<file path="config.mk">
export PLATFORM = sky130hd
export DESIGN_NAME = tt_eqv_sweeper
export DESIGN_NICKNAME = d
export VERILOG_FILES = /design/src/rtl/tt_eqv_sweeper.sv
export SDC_FILE = /design/constraint.sdc
export NUM_CORES = 1
export LEC_CHECK = 0
export ABC_AREA = 1
export CORE_MARGIN = 5
export CORE_UTILIZATION = 40
export CTS_BUF_LIST = sky130_fd_sc_hd__clkbuf_4 sky130_fd_sc_hd__clkbuf_8
export DETAILED_ROUTE_END_ITERATION = 6
export PLACE_DENSITY = 0.78
export SLEW_MARGIN = 40
export SYNTH_ARGS = -nofsm -noshare
export SYNTH_HDL_FRONTEND = slang
export SYNTH_SLANG_ARGS = --single-unit
export TNS_END_PERCENT = 20
</file>
<file path="constraint.sdc">
create_clock -name clk -period 1.6 [get_ports clk]
set_clock_uncertainty 0.1 [all_clocks]
set_input_delay 0.32 -clock clk [delete_from_list [all_inputs] [get_ports clk]]
set_output_delay 0.32 -clock clk [all_outputs]
set_load 0.005 [all_outputs]
</file>
<file path="src/rtl/tt_eqv_sweeper.sv">
// tt_eqv_sweeper
//   Exhaustive sequential equivalence checker for a small logic cell. On start,
//   latches an expected truth table, then walks every input vector in ascending
//   order, holding each for SETTLE cycles before sampling the cell's response.
//   Reports pass/fail, the number of mismatching vectors and the lowest failing
//   vector.
//
// Parameters
//   N_IN    cell input count (1..16); truth table is 2^N_IN bits
//   SETTLE  cycles each vector is held before sampling (>= 1)
//
// Ports
//   clk, rst_n      clock (rising edge), asynchronous active-low reset
//   start           begin a sweep (accepted when busy = 0)
//   abort           cancel a running sweep (ignored when busy = 0)
//   tt_in           expected truth table, bit v = response for vector v
//   dut_resp        output of the cell under test
//   vec_out         input vector driven to the cell
//   busy            sweep in progress
//   done            one-cycle pulse at sweep completion
//   pass            last completed sweep had no mismatches
//   mismatch_cnt    mismatching vector count (holds up to 2^N_IN)
//   first_fail      lowest mismatching vector
//   fail_valid      first_fail is meaningful
module tt_eqv_sweeper #(
    parameter int unsigned N_IN   = 4,
    parameter int unsigned SETTLE = 1
) (
    input  logic                 clk,
    input  logic                 rst_n,
    input  logic                 start,
    input  logic                 abort,
    input  logic [(1<<N_IN)-1:0] tt_in,
    input  logic                 dut_resp,
    output logic [N_IN-1:0]      vec_out,
    output logic                 busy,
    output logic                 done,
    output logic                 pass,
    output logic [N_IN:0]        mismatch_cnt,
    output logic [N_IN-1:0]      first_fail,
    output logic                 fail_valid
);

    localparam int unsigned TT_W = 1 << N_IN;
    localparam int unsigned CW   = (SETTLE > 1) ? $clog2(SETTLE) : 1;

    localparam logic [CW-1:0]   RELOAD   = CW'(SETTLE - 1);
    localparam logic [CW-1:0]   CNT_STEP = CW'(1);
    localparam logic [N_IN-1:0] VEC_LAST = '1;
    localparam logic [N_IN-1:0] VEC_STEP = N_IN'(1);
    localparam logic [N_IN:0]   MC_STEP  = (N_IN+1)'(1);

    typedef enum logic [1:0] {
        IDLE,
        SWEEP,
        DONE
    } state_t;

    state_t          state;
    logic [TT_W-1:0] tt_q;
    logic [CW-1:0]   settle_cnt;
    logic            miss;

    assign miss = (dut_resp != tt_q[vec_out]);

    always_ff @(posedge clk or negedge rst_n) begin
        if (!rst_n) begin
            state        <= IDLE;
            tt_q         <= '0;
            settle_cnt   <= '0;
            vec_out      <= '0;
            busy         <= 1'b0;
            done         <= 1'b0;
            pass         <= 1'b0;
            mismatch_cnt <= '0;
            first_fail   <= '0;
            fail_valid   <= 1'b0;
        end else begin
            done <= 1'b0;
            case (state)
                IDLE, DONE: begin
                    state <= IDLE;
                    busy  <= 1'b0;
                    if (start) begin
                        state        <= SWEEP;
                        busy         <= 1'b1;
                        tt_q         <= tt_in;
                        vec_out      <= '0;
                        settle_cnt   <= RELOAD;
                        mismatch_cnt <= '0;
                        first_fail   <= '0;
                        fail_valid   <= 1'b0;
                        pass         <= 1'b0;
                    end
                end

                SWEEP: begin
                    if (abort) begin
                        // Abort wins over a coincident sample: that vector is not counted.
                        state   <= IDLE;
                        busy    <= 1'b0;
                        vec_out <= '0;
                    end else if (settle_cnt == '0) begin
                        if (miss) begin
                            mismatch_cnt <= mismatch_cnt + MC_STEP;
                            if (!fail_valid) begin
                                first_fail <= vec_out;
                                fail_valid <= 1'b1;
                            end
                        end
                        settle_cnt <= RELOAD;
                        if (vec_out == VEC_LAST) begin
                            // Final count includes this last sample, so fold it into pass.
                            state   <= DONE;
                            busy    <= 1'b0;
                            done    <= 1'b1;
                            vec_out <= '0;
                            pass    <= (mismatch_cnt == '0) && !miss;
                        end else begin
                            vec_out <= vec_out + VEC_STEP;
                        end
                    end else begin
                        settle_cnt <= settle_cnt - CNT_STEP;
                    end
                end

                default: begin
                    state <= IDLE;
                    busy  <= 1'b0;
                end
            endcase
        end
    end

endmodule

</file>
Word-level counts from Yosys, hierarchy flattened
Cells that the tools add are included.
Word-level totals
  input port bits: 21
  logic and storage cells: 82
  register bits: 36
  output and inout bits: 17
Operators by class
  eq/ne operators: 12
  reductions and logical operators: 13
  muxes and demuxes: 43
  add/subtract/negate cells: 3
  magnitude comparators: 1
Operator list (number)
  $mux W4: 8
  $mux W5: 4
  $mux W1: 19
  $pmux W4 S2: 2
  $ne A2 B2 Y1 const B: 6
  $pmux W5 S2: 1
  $reduce_and A5 Y1: 2
  $pmux W1 S2: 4
  $mux W2: 3
  $ne A3 B3 Y1 const B: 2
  $reduce_and A3 Y1: 2
  $reduce_and A6 Y1: 1
  $add A5 B1 Y5 const B: 1
  $logic_not A5 Y1: 1
  $lt A4 B5 Y1 const B: 1
  $add A4 B1 Y4 const B: 1
  $bmux W1 S4: 1
  $eq A4 B4 Y1 const B: 1
  $pmux W2 S2: 1
  $reduce_and A2 Y1: 2
  $eq A2 B1 Y1 const B: 1
  $eq A2 B2 Y1 const B: 1
  $logic_not A2 Y1: 1
  $reduce_bool A2 Y1: 1
  other kinds (5): 5

Logic depth before layout (Yosys ltp)
  word-level depth: 9
  mapped depth: 14
  gate-level depth less buffers: 11

Worst setup path after synthesis
OpenSTA, ideal clock, no wires.
  path type: flip-flop to flip-flop
  start: reg vec_out[0]
  end: reg mismatch_cnt[2]
  path buffers: 3
  required time: 1.426 ns
  arrival: 1.503 ns
  path slack: -0.077 ns
  cell stages (with the launch flop): 15
  setup time: 0.074 ns
  period minus slack after synthesis: 1.677 ns
  cells stage by stage: dfrtp_1 buf_6 inv_4 buf_12 nand2_2 nand3_1 nand3_1 nand3_2 nand2_1 nand2_2 nand3_4 nand2_4 buf_6 nand2_2 o21ai_2
Between the ends
  longest elaborated chain between the ends: 5
Ends and longest elaborated chain
  from (decl): RTL line 35  | output logic [N_IN-1:0] vec_out,
  from (signal assigned): RTL line 120  | vec_out <= vec_out + VEC_STEP;
  $bmux W1 S4: RTL line 64  | assign miss = (dut_resp != tt_q[vec_out]);
  $mux W1 (not written as such): RTL line 64
  $ne A1 B1 Y1: RTL line 64
  $ne A2 B2 Y1 (no source line)
  $reduce_and A5 Y1 (no source line)
  to (signal assigned): RTL line 105  | mismatch_cnt <= mismatch_cnt + MC_STEP;
  to (decl): RTL line 39  | output logic [N_IN:0] mismatch_cnt,
Every way passes these cells. The select of a mux whose other input is x is not followed.
A chain may end at the register's enable or synchronous reset.

Worst setup path after layout
Same ends and word-level chain as after synthesis.

==> impl_metrics.yaml <==
finish:
  postLayoutCoreUtil_pct: 57.96
  final_cell_mix: "50 x nand2_1, 31 x dfrtp_1, 28 x inv_1"
  instances_no_fill: 320
  final_common_cell: "nand2_1"
  nets: 293
  antenna_cells: 0
  drive_gt1_share_pct: 26.49
  syn_to_final_growth_pct: 41.54
  nFillCells: 392
yosys:
  synth_top_family_by_area: "simple AND/OR/NAND/NOR gates"
  synth-compound-area-share_pct: 8.632
  post_synth.cell_area_avg_sq_um: 8.410
  synth_nets: 236
  synth_fa_ha_area_share_pct: 2.105
  synth-simple-area-share_pct: 28.63
  synth_cells: 212
  synthDistinctLibCells: 24
  yosysWarningCount: 0
  synth_area_sq_um: 1783
  yosysSeqAreaShare_pct: 49.12
  synth_xor_area_share_pct: 1.965
  yosys-mux-area-fraction_pct: 0
  synth-seq-cells: 35
setup_path:
  cp-end-kind: "flop"
  ff2ff_path_depth: 11
  crit_arrival_ns: 1.74
  cp-start-kind: "flop"
  r2r-end: "mismatch_cnt[2]"
  timing.critical_path.to: "mismatch_cnt[2]"
  setup.worst_path.class: "reg -> reg"
  reg2reg_slack_ns: -0.06
  r2r_start: "vec_out[0]"
  path_max_fanout: 7
  cp-startpoint: "vec_out[0]"
  cp.required_ns: 1.68
timing:
  clock.fmax_mhz: 602.5
  rsz0062_at_grt: "yes"
  fin_crit_ns: 1.660
  worstMarginPinSlew_ns: 0.3248
  worst_slack_ns: -0.05985
  fin_crit_sh_pct: 103.7
  slew_viol_final: 0
  slew_headroom_pct: 78.27
  setup_viol: 10
  hold_slack_ns: 0.3059
  hold_viol: 0
placed_design:
  io_buffers: 37
  dp_cells: 307
  place.gp.congestion: 0.8269
  hpwl_microns: 2839
pwr:
  powerDensity_nw_per_um2: 1335
  max-vdd-ir-drop_v: 0.0005378
  p_leak_nw: 1.298
clock_network:
  clk_pin_slew_ns: 0.06
  cts_made_buffers: 5
  clock-sinks: 35
  clock_latency_ns: 0.28
  hold_buffers: 0
  clockRootBuffer: "clkbuf_8"
  tritoncts: "yes"
  cts_buffer_depth: 2
  htreeDepth: 2
min_path:
  worstHoldPathType: "in -> async"
route:
  drt-initial-drc-count: 104
  drc: 0
  first_pass_iters: 4
  final_antenna_net_count: 0
  via_count: 1550
  vias_per_cell: 4.844
  routed_wl_microns: 4181
  wl_per_cell_microns: 13.07
die:
  dieArea_sq_um: 5893
  ios: 38
  die_w_microns: 76.77
  fp.dieH_microns: 76.77
  design.core.area_sq_um: 4354
  rows: 24
  initial_utilization_pct: 40.95
grt:
  grt_overflow: 0
  grt_pass1_vias: 1452
  grt_pass1_wl_microns: 6568
  grt_max_degree: 36
  track_usage_pct: 13.85
  antenna_found_initial: 0
run:
  cap_violations: 0
run_status:
  violations: "setup timing"
  status: "finished with violations"
==> sequential cells by signal (all words and copies together) (netlist names) <==
name and count:
busy 1, done 1, fail_valid 1, first_fail 4
mismatch_cnt 5, pass 1, state 2, tt_q 16
vec_out 4
==> power by group <==
part	internal [mW]	switching, mW
registers	1.08	0.128
logic	0.690	0.880
clock network	0.306	0.281
==> final cells by class <==
type / count / area (sq um) / area share, %
Timing Repair Buffer: 54 / 523.0 / 20.72
Sequential cell: 35 / 880.8 / 34.90
Clock buffer: 6 / 76.32 / 3.024
Tap cell: 52 / 65.06 / 2.578
Timing Repair inverter: 1 / 6.256 / 0.2479
Multi-Input combinational cell: 143 / 855.8 / 33.91
Inverter: 29 / 116.4 / 4.611
==> synth_stat cells, drive strengths merged <==
| master | number | area [sq um] |
|---|---|---|
| nand2 | 67 | 284.0 |
| dfrtp | 35 | 875.8 |
| inv | 29 | 111.4 |
| nand3 | 24 | 147.7 |
| o21ai | 23 | 133.9 |
| nor2 | 7 | 28.78 |
| buf | 5 | 51.29 |
| nor3 | 5 | 25.02 |
| a21oi | 4 | 20.02 |
| nand4 | 4 | 25.02 |
| ha | 3 | 37.54 |
| xor2 | 3 | 26.28 |
| clkbuf | 2 | 7.510 |
| xnor2 | 1 | 8.760 |
==> cell families (layout without fill, tap and decap cells) <==
logic type	after synthesis	count (layout)
and+or+nand+nor	107	109
buffers and inverters	36	90
xor gates and xnor gates	4	4
DFF	35	35
adders and majority gates	3	3
AOI/OAI and AO/OA	27	27
==> routing by layer <==
layer / track usage (%) / part of all wire [%]
met1: 17.35 / 41
met2: 22.41 / 50
met3: 4.684 / 6.6
met4: 4.371 / 2.3
met5: 0 / 0
==> timing repair <==
| action | CTS | global route |
|---|---|---|
| pin swaps | 1 | 7 |
| gates cloned | 1 | 2 |
| setup endpoints to repair | 24 | 18 |
| gates resized for setup | 23 | 18 |
| buffers inserted | 4 | 0 |
| endpoints found under the hold margin | 0 | 0 |
==> worst min path at each step <==
stage,depth (start not counted),slack (ns),endpoint,from
floorplan,0,-0.08,busy,rst_n
global placement,2,0.36,first_fail[3],first_fail[3]
detailed placement,2,0.36,first_fail[3],first_fail[3]
CTS,2,0.31,first_fail[3],rst_n
global route,2,0.33,tt_q[3],rst_n
finish,2,0.31,mismatch_cnt[4],rst_n
==> stage by stage <==
stage	area (sq um)	setup TNS (ns)	setup WS, ns	power [mW]
after floorplan	1814	-0.4737	-0.07093	2.082
after global placement	2297	-0.7816	-0.08890	2.488
after detailed placement	2297	-1.453	-0.1350	2.540
after CTS	2446	-0.3031	-0.05409	3.261
after global routing	2524	-1.635	-0.1601	3.625
final	2524	-0.4028	-0.05985	3.368
==> critical path, stage by stage (launching register included) <==
cell,delay (ns)
dfrtp_2,0.42
buf_6,0.15
inv_8,0.06
nand2_1,0.05
nand3_1,0.07
nand3_1,0.09
nand3_2,0.09
nand3_2,0.12
nand3_4,0.17
nand2_8,0.09
nand2_2,0.08
o21ai_2,0.05
Note: power is estimated with default switching activity, not from simulation.
